<file path="src/rtl/lamp_sqrt_radix_unit.sv">
// Iterative mantissa square root: restoring digit recurrence producing
// MANT_W+GUARD_BITS root bits, BITS_PER_CYCLE bits per iteration cycle.
module lamp_sqrt_radix_unit #(
  parameter int unsigned LAMP_FLOAT_F_DW = 23,
  parameter int unsigned MANT_W          = 1 + LAMP_FLOAT_F_DW,
  parameter int unsigned GUARD_BITS      = 2,
  parameter int unsigned BITS_PER_CYCLE  = 1
) (
  input  logic                  clk,
  input  logic                  rst,
  input  logic                  doSqrt_i,
  input  logic [MANT_W-1:0]     s_i,
  input  logic                  is_exp_odd_i,
  input  logic                  special_case_i,
  input  logic                  flush_i,
  output logic                  busy_o,
  output logic                  valid_o,
  output logic [MANT_W-1:0]     res_o,
  output logic [GUARD_BITS-1:0] guard_o,
  output logic                  sticky_o
);

  localparam int unsigned QW = MANT_W + GUARD_BITS;
  localparam int unsigned NW = 2 * QW;
  localparam int unsigned RW = QW + 3;
  localparam int unsigned C  = QW / BITS_PER_CYCLE;
  localparam int unsigned CW = (C > 1) ? $clog2(C) : 1;
  localparam logic [CW-1:0] LAST = CW'(C - 1);

  generate
    if (((BITS_PER_CYCLE != 1) && (BITS_PER_CYCLE != 2)) || ((QW % BITS_PER_CYCLE) != 0)) begin : g_bad_cfg
      $error("lamp_sqrt_radix_unit: illegal BITS_PER_CYCLE for MANT_W+GUARD_BITS");
    end
  endgenerate

  typedef enum logic [1:0] {IDLE, ITER, DONE} state_t;

  state_t          state;
  logic [CW-1:0]   cnt;
  logic [NW-1:0]   rad;
  logic [RW-1:0]   rem;
  logic [QW-1:0]   root;

  logic [NW-1:0]   rad_nx;
  logic [RW-1:0]   rem_nx;
  logic [QW-1:0]   root_nx;
  logic [RW-1:0]   trial;
  logic [MANT_W:0] scaled;

  assign scaled  = is_exp_odd_i ? {s_i, 1'b0} : {1'b0, s_i};
  assign busy_o  = (state != IDLE);
  assign valid_o = (state == DONE);

  // Radicand is consumed two bits at a time from its MSB end per root bit.
  always_comb begin
    rad_nx  = rad;
    rem_nx  = rem;
    root_nx = root;
    trial   = '0;
    for (int unsigned i = 0; i < BITS_PER_CYCLE; i++) begin
      rem_nx = {rem_nx[RW-3:0], rad_nx[NW-1 -: 2]};
      trial  = {1'b0, root_nx, 2'b01};
      if (rem_nx >= trial) begin
        rem_nx  = rem_nx - trial;
        root_nx = {root_nx[QW-2:0], 1'b1};
      end else begin
        root_nx = {root_nx[QW-2:0], 1'b0};
      end
      rad_nx = {rad_nx[NW-3:0], 2'b00};
    end
  end

  always_ff @(posedge clk) begin
    if (rst) begin
      state    <= IDLE;
      cnt      <= '0;
      rad      <= '0;
      rem      <= '0;
      root     <= '0;
      res_o    <= '0;
      guard_o  <= '0;
      sticky_o <= '0;
    end else begin
      case (state)
        IDLE: begin
          if (doSqrt_i && !flush_i) begin
            cnt  <= '0;
            rad  <= {scaled, {(MANT_W - 1 + 2 * GUARD_BITS){1'b0}}};
            rem  <= '0;
            root <= '0;
            if (special_case_i) begin
              state    <= DONE;
              res_o    <= '0;
              guard_o  <= '0;
              sticky_o <= 1'b0;
            end else begin
              state <= ITER;
            end
          end
        end
        ITER: begin
          if (flush_i) begin
            state <= IDLE;
            cnt   <= '0;
          end else begin
            rad  <= rad_nx;
            rem  <= rem_nx;
            root <= root_nx;
            if (cnt == LAST) begin
              state    <= DONE;
              cnt      <= '0;
              res_o    <= root_nx[QW-1:GUARD_BITS];
              guard_o  <= root_nx[GUARD_BITS-1:0];
              sticky_o <= |rem_nx;
            end else begin
              cnt <= cnt + CW'(1);
            end
          end
        end
        DONE:    state <= IDLE;
        default: state <= IDLE;
      endcase
    end
  end

endmodule

</file>
<file path="config.mk">
export PLATFORM = sky130hd
export DESIGN_NAME = lamp_sqrt_radix_unit
export DESIGN_NICKNAME = d
export VERILOG_FILES = /design/src/rtl/lamp_sqrt_radix_unit.sv
export SDC_FILE = /design/constraint.sdc
export NUM_CORES = 1
export LEC_CHECK = 0
export ABC_AREA = 1
export BUFFER_PORTS_ARGS = -buffer_cell sky130_fd_sc_hd__buf_2
export CORE_MARGIN = 3
export CORE_UTILIZATION = 58
export DETAILED_ROUTE_END_ITERATION = 10
export GPL_ROUTABILITY_DRIVEN = 0
export HOLD_SLACK_MARGIN = 0.02
export PLACE_DENSITY = 0.78
export SYNTH_ARGS = -nofsm -noshare
export SYNTH_HDL_FRONTEND = slang
export SYNTH_SLANG_ARGS = --single-unit
</file>
<file path="constraint.sdc">
create_clock -name clk -period 4.7 [get_ports clk]
set_clock_uncertainty 0.15 [all_clocks]
set_input_delay 0.94 -clock clk [delete_from_list [all_inputs] [get_ports clk]]
set_output_delay 0.94 -clock clk [all_outputs]
set_load 0.05 [all_outputs]
</file>
==> metrics <==
status finished, final reports clean; LEAKAGE roughly 0.004 µW; CTS Buf Count 9; initial core utilization 0.601; worst vdd ir 231 µV; top post-synthesis cells by count nand2_1, inv_1, dfxtp_1; mapped cell area 7310 µm²; number of enable flip-flop cells after synthesis 0; area growth from synthesis to layout 8.66%; actual slew at the worst max-slew pin between 1 and 1.5 ns; slew margin rel. 0.247; Worst EP required roughly 4.8 ns; hold buffer count at CTS 0; pin count of the biggest net entering global routing 79; diode count 0; post-synthesis sequential area ratio 0.307; DR iter-0 viols between 500 and 600; dpl cell area between 7000 and 8000 µm²; fin crit period between 3 and 4 ns; Post-Route WL between 15000 and 20000 µm; yosys warns 0; worst-path maximum fanout 35; fill cell count between 1000 and 1500; Clock Pin Slew Worst Setup and Hold Paths about 0.08 ns; drt pass-1 iters 6; Yosys cell types 37; #FFs+latches synth ~110; global-route wire length before repair around 31000 µm; Core Region approximately 12000 µm²; htree depth 3; clk sinks 112; # Max-Cap Violations 0; total power 2350 µW; Crit path arrival time 3.26 ns; CTS Root Cell clkbuf_16; Synth area leaders dfxtp_1, nand2_1, inv_1, a21oi_1, o21ai_0; area leader, netlist dfxtp_1; worst hold path type flop to flop; Die Ht about 120 µm; WL per Instance ~13 µm; area of the multi-input gates approximately 4200 µm²; clock latency on the worst-skew pair approximately 0.35 ns; routed via count around 7400; # IOs slightly below 60; setup bufs post-CTS 0; most frequent cell after synthesis nand2_1; Via density 5.24; Pwr per Cell Area a little under 300 nW/µm²; Layout Utilization 0.653; Clock Path Buffers 2; CP Capture Type flop; RSZ-0062 raised after global routing false; register area about 2200 µm²; Post-synth ARST share 0; Die X between 100 and 150 µm; Tot GR Track Use 0.259; Synth Instances 1212; Hold Vio Cnt, Final 0; PortBufs between 50 and 60; cts repair resizes 0; setup_tns 0 ns; Primary FF master, synth dfxtp_1; crit path launch type flop; drt drc 0; DP Cell Count around 1400; initial antenna violation count 0; vias in the first global route about 6400; dpl hpwl 13500 µm; final non-filler cell area 7940 µm²; Fmax achieved approximately 310 MHz; Layout Cells excl Fill around 1400; Final #Nets approximately 1300; Die Footprint 14000 µm²; Std-Cell Rows 40; WS Path Type flop to flop; Mapped Avg Cell Area ~6 µm²; Final Max Slew Viols 0; total grt overflow 0; CTS tree yes; Final setup viols 0; post-route ant nets 0; syn nets 1272; Final Cycle Share 0.681; fraction of layout cells with a size suffix above 1 0.0926; post-synth top area share 0.307
## final cells by class
cell class,instances,area share
multi-input cells,883,0.530
flip-flops and latches,112,0.282
inverters,166,0.0784
repair buffers,65,0.0432
clock buffers,10,0.0301
well taps,168,0.0265
clock inverters,6,0.00945
## cells in the final DEF, fill, tap and decap left out, types with 7 or more instances in the layout
cell type and instances:
nand2_1 400, inv_1 158, dfxtp_1 112, a21oi_1 110, nor2_1 99, o21ai_0 87, nand3_1 81, buf_2 58
ha_1 30, nand4_1 13, xor2_1 12, clkbuf_16 9, nor2_2 7, buf_4 7
## critical path, stage by stage, from the launching register on
cell     delay, ns
dfxtp_1       0.31
inv_1         0.07
ha_1          0.38
nand2_1       0.15
inv_1         0.08
a21oi_1       0.19
nand2_1       0.11
a21oi_2       0.18
nand3_4       0.38
o21ai_1       0.39
nand2_1       0.09
nor2_1        0.11
nand2_1       0.09
nor2_1        0.14
nand2_1       0.09
nand2_1       0.07
a21oi_1       0.05
## sequential cells by signal, indices dropped and copies added (netlist names)
| name | flops |
|---|---|
| rem | 27 |
| root | 26 |
| rad | 25 |
| res_o | 24 |
| cnt | 5 |
| guard_o | 2 |
| state | 2 |
| sticky_o | 1 |
## power by group
group / internal [µW] / switching [µW] / leakage, µW
Clock: 437 / 363 / 0.000156
Sequential: 994 / 20.5 / 0.000913
Combinational: 156 / 378 / 0.00295
## routing by layer
metal,vias up,share of wire,global-route usage
met4,0,0.014,0.0689
met3,21,0.064,0.0335
met5,-,0,0
met1,3292,0.50,0.392
met2,205,0.42,0.387
li1,3875,-,-
## cell families after synthesis
logic type	share of synthesized area
AO/OA/AOI/OAI	0.151
buffers and inverters	0.118
AND/OR/NAND/NOR	0.355
adder cells (fa/ha/maj)	0.0514
XOR/XNOR	0.0180
flip-flops	0.307
## worst paths after layout
kind                          startpoint                      to  slack, ns  depth (start not counted)
hold reg to reg   res_o[15]$_SDFFE_PP0P_  res_o[15]$_SDFFE_PP0P_       0.31                          2
setup / recovery   root[17]$_SDFFE_PP0P_   sticky_o$_SDFFE_PP0P_       1.50                         16
setup reg to reg   root[17]$_SDFFE_PP0P_   sticky_o$_SDFFE_PP0P_       1.50                         16
hold / removal    res_o[15]$_SDFFE_PP0P_  res_o[15]$_SDFFE_PP0P_       0.31                          2
## through the flow
step	hold WS (ns)	worst slack, ns
5_1_grt	0.333	1.31
4_1_cts	0.314	1.58
6_report	0.311	1.50
3_5_place_dp	0.302	1.35
2_1_floorplan	0.283	2.32
3_3_place_gp	0.296	1.47
(Power assumes the default switching activity.)
